## config.mk

```make
export PLATFORM = sky130hd
export DESIGN_NAME = load_store_unit
export DESIGN_NICKNAME = d
export VERILOG_FILES = /design/src/rtl/load_store_unit.sv
export SDC_FILE = /design/constraint.sdc
export NUM_CORES = 1
export LEC_CHECK = 0
export CAP_MARGIN = 20
export CORE_ASPECT_RATIO = 0.9
export CORE_UTILIZATION = 43
export DETAILED_ROUTE_END_ITERATION = 8
export MAX_ROUTING_LAYER = met4
export PLACE_DENSITY = 0.92
export RECOVER_POWER = 25
export SYNTH_ARGS = -nofsm -noshare
export SYNTH_HDL_FRONTEND = slang
export SYNTH_SLANG_ARGS = --single-unit
```

## constraint.sdc

```tcl
create_clock -name clk -period 2.45 [get_ports clk]
set_clock_uncertainty 0.2 [all_clocks]
set_input_delay 0.49 -clock clk [delete_from_list [all_inputs] [get_ports clk]]
set_output_delay 0.49 -clock clk [all_outputs]
set_load 0.01 [all_outputs]
```

## src/rtl/load_store_unit.sv

```systemverilog
// load_store_unit: data-side access unit between the core control FSM and the
// data port of the unified memory. Accepts one request at a time, issues a
// word-aligned access with byte strobes, extends load data and reports
// misaligned or unsupported accesses without touching memory.
module load_store_unit #(
  parameter int READ_LATENCY = 1
) (
  input  logic        clk,
  input  logic        reset,
  input  logic        req_valid,
  output logic        req_ready,
  input  logic        req_write,
  input  logic [2:0]  req_funct3,
  input  logic [31:0] req_addr,
  input  logic [31:0] req_wdata,
  output logic        resp_valid,
  output logic [31:0] resp_rdata,
  output logic        resp_error,
  output logic [31:0] mem_addr,
  output logic        mem_we,
  output logic [3:0]  mem_wstrb,
  output logic [31:0] mem_wdata,
  input  logic [31:0] mem_rdata
);

  typedef enum logic [1:0] {
    IDLE      = 2'd0,
    LOAD_WAIT = 2'd1,
    STORE     = 2'd2,
    RESP      = 2'd3
  } state_t;

  // Final value of the wait counter; the memory needs READ_LATENCY edges after
  // mem_addr settles, plus one edge to sample mem_rdata.
  localparam logic [1:0] LAT_C = 2'(READ_LATENCY);

  state_t      state_r;
  state_t      state_s;
  logic [1:0]  cnt_r;
  logic [1:0]  cnt_s;
  logic [2:0]  funct3_r;
  logic [2:0]  funct3_s;
  logic [1:0]  off_r;
  logic [1:0]  off_s;
  logic        resp_valid_s;
  logic        resp_error_s;
  logic [31:0] resp_rdata_s;
  logic [31:0] mem_addr_s;
  logic        mem_we_s;
  logic [3:0]  mem_wstrb_s;
  logic [31:0] mem_wdata_s;
  logic        legal_s;

  // Checks funct3 against the access direction and the address alignment.
  function automatic logic access_legal(input logic wr, input logic [2:0] f3,
                                        input logic [1:0] off);
    logic ok;
    if (wr) begin
      case (f3)
        3'b000:  ok = 1'b1;
        3'b001:  ok = ~off[0];
        3'b010:  ok = (off == 2'b00);
        default: ok = 1'b0;
      endcase
    end else begin
      case (f3)
        3'b000, 3'b100: ok = 1'b1;
        3'b001, 3'b101: ok = ~off[0];
        3'b010:         ok = (off == 2'b00);
        default:        ok = 1'b0;
      endcase
    end
    return ok;
  endfunction

  // Picks the addressed lane(s) from the memory word and extends the result.
  function automatic logic [31:0] load_extend(input logic [2:0] f3,
                                              input logic [1:0] off,
                                              input logic [31:0] word);
    logic [7:0]  b;
    logic [15:0] h;
    logic [31:0] r;
    case (off)
      2'b00:   b = word[7:0];
      2'b01:   b = word[15:8];
      2'b10:   b = word[23:16];
      2'b11:   b = word[31:24];
      default: b = 8'h00;
    endcase
    h = off[1] ? word[31:16] : word[15:0];
    case (f3)
      3'b000:  r = {{24{b[7]}}, b};
      3'b001:  r = {{16{h[15]}}, h};
      3'b010:  r = word;
      3'b100:  r = {24'h000000, b};
      3'b101:  r = {16'h0000, h};
      default: r = 32'h0000_0000;
    endcase
    return r;
  endfunction

  // Replicates byte / halfword store data so every candidate lane carries it.
  function automatic logic [31:0] store_lanes(input logic [2:0] f3,
                                              input logic [31:0] d);
    logic [31:0] r;
    case (f3)
      3'b000:  r = {4{d[7:0]}};
      3'b001:  r = {2{d[15:0]}};
      3'b010:  r = d;
      default: r = 32'h0000_0000;
    endcase
    return r;
  endfunction

  // Byte-lane enables for a store of the given size at the given offset.
  function automatic logic [3:0] store_strb(input logic [2:0] f3,
                                            input logic [1:0] off);
    logic [3:0] r;
    case (f3)
      3'b000:  r = 4'b0001 << off;
      3'b001:  r = 4'b0011 << {off[1], 1'b0};
      3'b010:  r = 4'b1111;
      default: r = 4'b0000;
    endcase
    return r;
  endfunction

  assign req_ready = (state_r == IDLE);
  assign legal_s   = access_legal(req_write, req_funct3, req_addr[1:0]);

  // Next-state and next-output logic; all outputs are registered below.
  always_comb begin
    state_s      = state_r;
    cnt_s        = cnt_r;
    funct3_s     = funct3_r;
    off_s        = off_r;
    resp_valid_s = 1'b0;
    resp_error_s = 1'b0;
    resp_rdata_s = 32'h0000_0000;
    mem_addr_s   = mem_addr;
    mem_we_s     = 1'b0;
    mem_wstrb_s  = 4'b0000;
    mem_wdata_s  = mem_wdata;
    case (state_r)
      IDLE: begin
        if (req_valid) begin
          funct3_s = req_funct3;
          off_s    = req_addr[1:0];
          if (!legal_s) begin
            // Rejected accesses never reach memory and keep mem_addr.
            state_s      = RESP;
            resp_valid_s = 1'b1;
            resp_error_s = 1'b1;
          end else if (req_write) begin
            state_s     = STORE;
            mem_addr_s  = {req_addr[31:2], 2'b00};
            mem_we_s    = 1'b1;
            mem_wstrb_s = store_strb(req_funct3, req_addr[1:0]);
            mem_wdata_s = store_lanes(req_funct3, req_wdata);
          end else begin
            state_s    = LOAD_WAIT;
            mem_addr_s = {req_addr[31:2], 2'b00};
            cnt_s      = 2'd0;
          end
        end else begin
          state_s = IDLE;
        end
      end
      LOAD_WAIT: begin
        if (cnt_r == LAT_C) begin
          state_s      = RESP;
          resp_valid_s = 1'b1;
          resp_rdata_s = load_extend(funct3_r, off_r, mem_rdata);
          cnt_s        = 2'd0;
        end else begin
          cnt_s = cnt_r + 2'd1;
        end
      end
      STORE: begin
        state_s      = RESP;
        resp_valid_s = 1'b1;
      end
      RESP: begin
        state_s = IDLE;
      end
      default: begin
        state_s = IDLE;
      end
    endcase
  end

  // FSM state register with synchronous reset.
  always_ff @(posedge clk) begin
    if (reset) begin
      state_r <= IDLE;
    end else begin
      state_r <= state_s;
    end
  end

  // Registered outputs and request context; reset drops any in-flight access.
  always_ff @(posedge clk) begin
    if (reset) begin
      cnt_r      <= 2'd0;
      funct3_r   <= 3'b000;
      off_r      <= 2'b00;
      resp_valid <= 1'b0;
      resp_error <= 1'b0;
      resp_rdata <= 32'h0000_0000;
      mem_addr   <= 32'h0000_0000;
      mem_we     <= 1'b0;
      mem_wstrb  <= 4'b0000;
      mem_wdata  <= 32'h0000_0000;
    end else begin
      cnt_r      <= cnt_s;
      funct3_r   <= funct3_s;
      off_r      <= off_s;
      resp_valid <= resp_valid_s;
      resp_error <= resp_error_s;
      resp_rdata <= resp_rdata_s;
      mem_addr   <= mem_addr_s;
      mem_we     <= mem_we_s;
      mem_wstrb  <= mem_wstrb_s;
      mem_wdata  <= mem_wdata_s;
    end
  end

endmodule

```

==> impl_metrics.xml, run 1 <==
<?xml version="1.0" encoding="UTF-8"?>
<metrics>
  <group name="placement">
    <metric name="post-place-cells" unit="">877</metric>
    <metric name="routabilityCongestion" unit="">0.961</metric>
    <metric name="placed_cell_area" unit="sq um">7080</metric>
    <metric name="buffer_ports.inserted" unit="">204</metric>
    <metric name="hpwl" unit="microns">11000</metric>
  </group>
  <group name="status">
    <metric name="status" unit="">finished, final reports clean</metric>
  </group>
  <group name="clock_network">
    <metric name="cts_buffers" unit="">9</metric>
    <metric name="cts_resized" unit="">0</metric>
    <metric name="clock-sinks" unit="">110</metric>
    <metric name="htree_levels" unit="">3</metric>
    <metric name="cell_at_the_root_of_the_clock_tree" unit="">sky130_fd_sc_hd__clkbuf_16</metric>
    <metric name="post-cts-setup-buffers" unit="">0</metric>
    <metric name="worstSkewPairLatency" unit="ps">360</metric>
    <metric name="clk_pin_slew" unit="ps">70</metric>
    <metric name="postCtsHoldBufs" unit="">0</metric>
    <metric name="clock_path_buffers" unit="">2</metric>
    <metric name="tritoncts_clock_tree" unit="">yes</metric>
  </group>
  <group name="worst_hold_path">
    <metric name="hold_class" unit="">reg2reg</metric>
  </group>
  <group name="global_routing">
    <metric name="initial_antenna_violation_count" unit="">0</metric>
    <metric name="grt_remaining_overflow" unit="">0</metric>
    <metric name="grt_max_degree" unit="">78</metric>
    <metric name="gr-usage-all-layers" unit="">0.264</metric>
    <metric name="grt_pass1_vias" unit="">4654</metric>
    <metric name="grt_pass1_wl" unit="microns">22800</metric>
  </group>
  <group name="cells_and_area">
    <metric name="mostFrequentLayoutCells" unit="">155 x sky130_fd_sc_hd__clkdlybuf4s50_1, 110 x sky130_fd_sc_hd__dfxtp_1, 70 x sky130_fd_sc_hd__a21oi_1</metric>
    <metric name="insertedDiodeCount" unit="">0</metric>
    <metric name="layout.nets" unit="">843</metric>
    <metric name="mostFrequentLayoutCell" unit="">sky130_fd_sc_hd__clkdlybuf4s50_1</metric>
    <metric name="finalNonFillerCells" unit="">892</metric>
    <metric name="layout.core_utilization" unit="">0.680</metric>
    <metric name="postLayoutCellArea" unit="sq um">7380</metric>
    <metric name="drive_gt1_frac" unit="">0.0797</metric>
    <metric name="synthToLayoutAreaGrowth" unit="%">53.7</metric>
  </group>
  <group name="synthesis">
    <metric name="syn_inst" unit="">538</metric>
    <metric name="share_of_async_settable_or_async_resettable_flops_after_synthesis" unit="">0</metric>
    <metric name="ys_top_cells_by_area" unit="">sky130_fd_sc_hd__dfxtp_1 46%, sky130_fd_sc_hd__mux2i_1 9.6%, sky130_fd_sc_hd__a21oi_1 7.3%</metric>
    <metric name="synth_area" unit="sq um">4800</metric>
    <metric name="ys_seq_elements" unit="">110</metric>
    <metric name="synth_edf_count" unit="">0</metric>
    <metric name="yosysTopAreaCellShare" unit="">0.459</metric>
    <metric name="synth_cell_types" unit="">46</metric>
    <metric name="ys_seq_area_frac" unit="">0.459</metric>
    <metric name="synthesis.yosys.warnings" unit="">0</metric>
    <metric name="synth-main-ff-cell" unit="">sky130_fd_sc_hd__dfxtp_1</metric>
    <metric name="synthesis.area_per_instance" unit="sq um">8.93</metric>
    <metric name="library_cell_occupying_the_most_area_in_the_post_synthesis_netlist" unit="">sky130_fd_sc_hd__dfxtp_1</metric>
  </group>
  <group name="power">
    <metric name="maximum_resistive_drop_on_vdd" unit="uV">666</metric>
    <metric name="leakagePower" unit="nW">3.03</metric>
    <metric name="power_per_cell_area" unit="nW/um^2">631</metric>
  </group>
  <group name="timing">
    <metric name="final_max_slew_viol_count" unit="">0</metric>
    <metric name="setup_viol" unit="">0</metric>
    <metric name="tightestPinTransition" unit="ps">1080</metric>
    <metric name="period_share" unit="">0.953</metric>
    <metric name="whs" unit="ps">251</metric>
    <metric name="finalWorstPathRequiredPeriod" unit="ps">2330</metric>
    <metric name="maximum_achievable_frequency" unit="MHz">429</metric>
    <metric name="rsz0062_at_grt" unit="">no</metric>
    <metric name="timing.max_slew.rel_slack" unit="">0.277</metric>
    <metric name="finalHoldViolCount" unit="">0</metric>
  </group>
  <group name="floorplan">
    <metric name="start_util" unit="">0.442</metric>
    <metric name="core_area" unit="sq um">10900</metric>
    <metric name="fp-row-count" unit="">36</metric>
    <metric name="area_of_the_die" unit="sq um">11600</metric>
    <metric name="ios" unit="">207</metric>
    <metric name="vert_die_dim" unit="microns">102</metric>
    <metric name="die_w" unit="microns">113</metric>
  </group>
  <group name="route">
    <metric name="drt-wirelength-per-cell" unit="microns">16.7</metric>
    <metric name="drt_wl_total" unit="microns">14900</metric>
    <metric name="viasPerCell" unit="">5.46</metric>
    <metric name="drcViolationCount" unit="">0</metric>
    <metric name="antenna_left" unit="">0</metric>
    <metric name="total_vias_in_the_final_route" unit="">4867</metric>
    <metric name="drtPass1Iterations" unit="">5</metric>
    <metric name="detailedRoute.firstIterationViolations" unit="">318</metric>
  </group>
  <group name="job">
    <metric name="cap_violations" unit="">0</metric>
  </group>
  <group name="critical_path">
    <metric name="timing.critical_path.fanout_max" unit="">6</metric>
    <metric name="timing.critical_path.required" unit="ps">1760</metric>
    <metric name="worst-setup-path-type" unit="">reg2out</metric>
    <metric name="arrival" unit="ps">1640</metric>
    <metric name="worst_setup_path_start_kind" unit="">register</metric>
    <metric name="worst_setup_path_end_kind" unit="">output port</metric>
  </group>
</metrics>
[metal layers]
layer	vias to the layer above	track usage	wire length (microns)
met5	-	-	0
met4	0	0.133	551
met3	54	0.0658	1170
met2	279	0.426	7040
met1	2256	0.307	6100
li1	2278	-	-
[through the flow]
stage | power, mW | setup WS (ps) | setup TNS, ps
2_1_floorplan | 2.68 | 376 | 0
3_3_place_gp | 3.18 | -58.5 | -716
3_5_place_dp | 3.23 | -174 | -5850
4_1_cts | 4.69 | 97.2 | 0
5_1_grt | 4.88 | 30.8 | 0
6_report | 4.66 | 116 | 0
[cell usage after synthesis (all sizes together) (10+ instances only)]
library cell,instances
dfxtp,110
a21oi,70
nand2,65
mux2i,46
nor2,44
clkbuf,23
buf,21
or3,21
a22oi,20
a211oi,10
mux2,10
nor2b,10
[state kept, by name, summed over array words and instances (netlist names)]
signal	flops
cnt_r	2
resp_valid	1
mem_addr	30
resp_rdata	32
state_r	2
resp_error	1
mem_wdata	32
mem_wstrb	4
off_r	2
mem_we	1
funct3_r	3
[layout make-up]
| class | instances | area (sq um) |
|---|---|---|
| fillers | 790 | 3470 |
| repair buffers | 230 | 2270 |
| clock inverters | 4 | 52.6 |
| flip-flops and latches | 110 | 2200 |
| well taps | 152 | 190 |
| multi-input cells | 377 | 2390 |
| inverters | 8 | 30.0 |
| clock buffers | 11 | 243 |
[worst max-delay path: stages, from the launching register on]
cell	delay, ps
sky130_fd_sc_hd__dfxtp_1	340
sky130_fd_sc_hd__inv_1	100
sky130_fd_sc_hd__ha_1	270
sky130_fd_sc_hd__clkdlybuf4s50_1	580
[power breakdown]
| part | total [mW] | switching [mW] | internal, mW |
|---|---|---|---|
| registers | 1.97 | 0.0775 | 1.89 |
| clock network | 1.46 | 0.638 | 0.821 |
| logic | 1.24 | 0.625 | 0.611 |
[final timing paths]
check	start	slack, ps	end	cells after the start
min	mem_wdata[21]	250	mem_wdata[21]	2
max	state_r[0]	120	req_ready	3
max reg2reg	state_r[0]	250	mem_addr[7]	8
min reg2reg	mem_wdata[21]	250	mem_wdata[21]	2
[cells by family (layout without fill, tap and decap cells)]
logic type	Yosys count	in the layout	share of synthesized area
and+or+nand+nor	170	170	0.170
DFF	110	110	0.459
muxes	56	56	0.119
xor gates and xnor gates	1	1	0.00182
buffers and inverters	52	253	0.0495
other	1	2	0.000781
adders and majority gates	4	4	0.0104
AOI/OAI and AO/OA	144	144	0.190
(Power assumes the default switching activity.)
==> run 2: changes to the inputs <==
CTS_CLUSTER_DIAMETER = 100   (was not set)
==> results of run 2 <==
The final DEF is identical to that of run 1; final timing and power are the same.
==> run 3: changes to the inputs <==
CORE_UTILIZATION = 55   (was 43)
DONT_BUFFER_PORTS = 1   (was not set)
PLACE_DENSITY = 0.81   (was 0.92)
==> impl_metrics.xml, run 3 (synthesis results as in run 1) <==
<?xml version="1.0" encoding="UTF-8"?>
<metrics>
  <group name="cells_and_area">
    <metric name="layout.core_utilization" unit="">0.615</metric>
    <metric name="postLayoutCellArea" unit="sq um">5080</metric>
    <metric name="fillCellCount" unit="">701</metric>
    <metric name="biggestRegsByFlops" unit="">mem_wdata: 32 flops, resp_rdata: 32 flops, mem_addr: 30 flops</metric>
    <metric name="synthToLayoutAreaGrowth" unit="%">5.84</metric>
    <metric name="drive_gt1_frac" unit="">0.0805</metric>
    <metric name="layout.nets" unit="">624</metric>
    <metric name="finalNonFillerCells" unit="">637</metric>
    <metric name="insertedDiodeCount" unit="">0</metric>
    <metric name="mostFrequentLayoutCell" unit="">sky130_fd_sc_hd__dfxtp_1</metric>
    <metric name="mostFrequentLayoutCells" unit="">110 x sky130_fd_sc_hd__dfxtp_1, 70 x sky130_fd_sc_hd__a21oi_1, 65 x sky130_fd_sc_hd__nand2_1</metric>
  </group>
  <group name="clock_network">
    <metric name="clock_path_buffers" unit="">2</metric>
    <metric name="clock-sinks" unit="">110</metric>
    <metric name="cts_buffers" unit="">9</metric>
    <metric name="htree_levels" unit="">3</metric>
    <metric name="post-cts-setup-buffers" unit="">0</metric>
    <metric name="worstSkewPairLatency" unit="ps">350</metric>
    <metric name="tritoncts_clock_tree" unit="">yes</metric>
    <metric name="clk_pin_slew" unit="ps">100</metric>
    <metric name="postCtsHoldBufs" unit="">2</metric>
    <metric name="cell_at_the_root_of_the_clock_tree" unit="">sky130_fd_sc_hd__clkbuf_8</metric>
    <metric name="cts_resized" unit="">0</metric>
  </group>
  <group name="critical_path">
    <metric name="critical_path.endpoint" unit="">mem_wdata[7]</metric>
    <metric name="worst_setup_path_start_kind" unit="">register</metric>
    <metric name="cell_count_of_the_worst_reg_to_reg_path" unit="">7</metric>
    <metric name="ff2ff_setup_slack" unit="ps">220</metric>
    <metric name="timing.critical_path.fanout_max" unit="">42</metric>
    <metric name="r2r-end" unit="">mem_wdata[7]</metric>
    <metric name="arrival" unit="ps">2260</metric>
    <metric name="startpoint" unit="">state_r[0]</metric>
    <metric name="worstReg2RegStart" unit="">state_r[0]</metric>
    <metric name="timing.critical_path.required" unit="ps">2480</metric>
    <metric name="worst-setup-path-type" unit="">reg2reg</metric>
    <metric name="worst_setup_path_end_kind" unit="">register</metric>
  </group>
  <group name="floorplan">
    <metric name="vert_die_dim" unit="microns">90.6</metric>
    <metric name="die_w" unit="microns">100</metric>
    <metric name="ios" unit="">207</metric>
    <metric name="start_util" unit="">0.581</metric>
    <metric name="fp-row-count" unit="">31</metric>
    <metric name="core_area" unit="sq um">8260</metric>
    <metric name="area_of_the_die" unit="sq um">9110</metric>
  </group>
  <group name="global_routing">
    <metric name="initial_antenna_violation_count" unit="">0</metric>
    <metric name="grt_max_degree" unit="">69</metric>
    <metric name="grt_pass1_wl" unit="microns">18200</metric>
    <metric name="grt_pass1_vias" unit="">3615</metric>
    <metric name="grt_remaining_overflow" unit="">0</metric>
    <metric name="gr-usage-all-layers" unit="">0.261</metric>
  </group>
  <group name="route">
    <metric name="drt-wirelength-per-cell" unit="microns">18.4</metric>
    <metric name="drcViolationCount" unit="">0</metric>
    <metric name="drt_wl_total" unit="microns">11700</metric>
    <metric name="detailedRoute.firstIterationViolations" unit="">190</metric>
    <metric name="antenna_left" unit="">0</metric>
    <metric name="viasPerCell" unit="">6.01</metric>
    <metric name="total_vias_in_the_final_route" unit="">3826</metric>
    <metric name="drtPass1Iterations" unit="">5</metric>
  </group>
  <group name="timing">
    <metric name="maximum_achievable_frequency" unit="MHz">449</metric>
    <metric name="totalNegativeSetupSlack" unit="ps">0</metric>
    <metric name="finalWorstPathRequiredPeriod" unit="ps">2230</metric>
    <metric name="post-route-worst-setup-slack" unit="ps">223</metric>
    <metric name="timing.max_slew.rel_slack" unit="">0.315</metric>
    <metric name="period_share" unit="">0.909</metric>
    <metric name="setup_viol" unit="">0</metric>
    <metric name="final_max_slew_viol_count" unit="">0</metric>
    <metric name="tightestPinTransition" unit="ps">1030</metric>
    <metric name="rsz0062_at_grt" unit="">no</metric>
    <metric name="finalHoldViolCount" unit="">0</metric>
    <metric name="whs" unit="ps">35.1</metric>
  </group>
  <group name="power">
    <metric name="maximum_resistive_drop_on_vdd" unit="uV">389</metric>
    <metric name="p_total" unit="mW">3.89</metric>
    <metric name="leakagePower" unit="nW">1.99</metric>
    <metric name="power_per_cell_area" unit="nW/um^2">766</metric>
  </group>
  <group name="worst_hold_path">
    <metric name="hold_class" unit="">in2reg</metric>
  </group>
  <group name="placement">
    <metric name="placed_cell_area" unit="sq um">4840</metric>
    <metric name="buffer_ports.inserted" unit="">0</metric>
    <metric name="routabilityCongestion" unit="">1.00</metric>
    <metric name="hpwl" unit="microns">8460</metric>
    <metric name="pre_cts_ws" unit="ps">156</metric>
    <metric name="post-place-cells" unit="">619</metric>
  </group>
  <group name="status">
    <metric name="status" unit="">finished, final reports clean</metric>
  </group>
  <group name="job">
    <metric name="cap_violations" unit="">0</metric>
  </group>
</metrics>
[run 3: cell count changes in the layout (fill, tap and decap cells not counted), sizes merged]
| cell | change |
|---|---|
| clkdlybuf4s50 | -155 |
| dlygate4sd3 | -47 |
| buf | -17 |
| clkbuf | +1 |
| clkinvlp | +1 |
| inv | -1 |
[run 3: worst min-delay path by stage]
| stage | from | end | slack [ps] | cells past startpoint |
|---|---|---|---|---|
| global placement | cnt_r[1] | cnt_r[1] | 240 | 2 |
| CTS | reset | mem_we | 7 | 1 |
| finish | reset | mem_we | 40 | 1 |
| detailed placement | cnt_r[1] | cnt_r[1] | 260 | 2 |
| floorplan | cnt_r[1] | cnt_r[1] | 230 | 2 |
| global route | reset | mem_we | 2 | 1 |
[run 3: report_power, final]
| part | switching (mW) | internal, mW | leakage, nW |
|---|---|---|---|
| logic | 0.461 | 0.340 | 1.01 |
| registers | 0.119 | 1.89 | 0.890 |
| clock network | 0.578 | 0.508 | 0.0972 |
[run 3: final cells by class]
cell class	instances	area (sq um)	share of cell area
clock buffer	12	145	0.0286
clock inverter	4	55.1	0.0108
inverter	8	30.0	0.00591
multi-input combinational	377	2390	0.470
sequential	110	2200	0.433
tap	115	144	0.0283
timing repair buffer	11	118	0.0231
[run 3: routing by layer]
| layer | vias to the layer above | global-route usage | part of all wire |
|---|---|---|---|
| met3 | 20 | 0.0929 | 0.11 |
| met2 | 202 | 0.405 | 0.46 |
| met4 | 0 | 0.0688 | 0.013 |
| met5 | - | - | 0 |
| li1 | 1840 | - | - |
| met1 | 1764 | 0.322 | 0.42 |
[run 3: critical path, stage by stage (launching register included)]
cell,delay (ps)
sky130_fd_sc_hd__dfxtp_1,390
sky130_fd_sc_hd__inv_1,90
sky130_fd_sc_hd__ha_1,210
sky130_fd_sc_hd__and2_1,200
sky130_fd_sc_hd__o211ai_4,390
sky130_fd_sc_hd__buf_4,350
sky130_fd_sc_hd__mux2i_1,220
sky130_fd_sc_hd__nor2_1,60
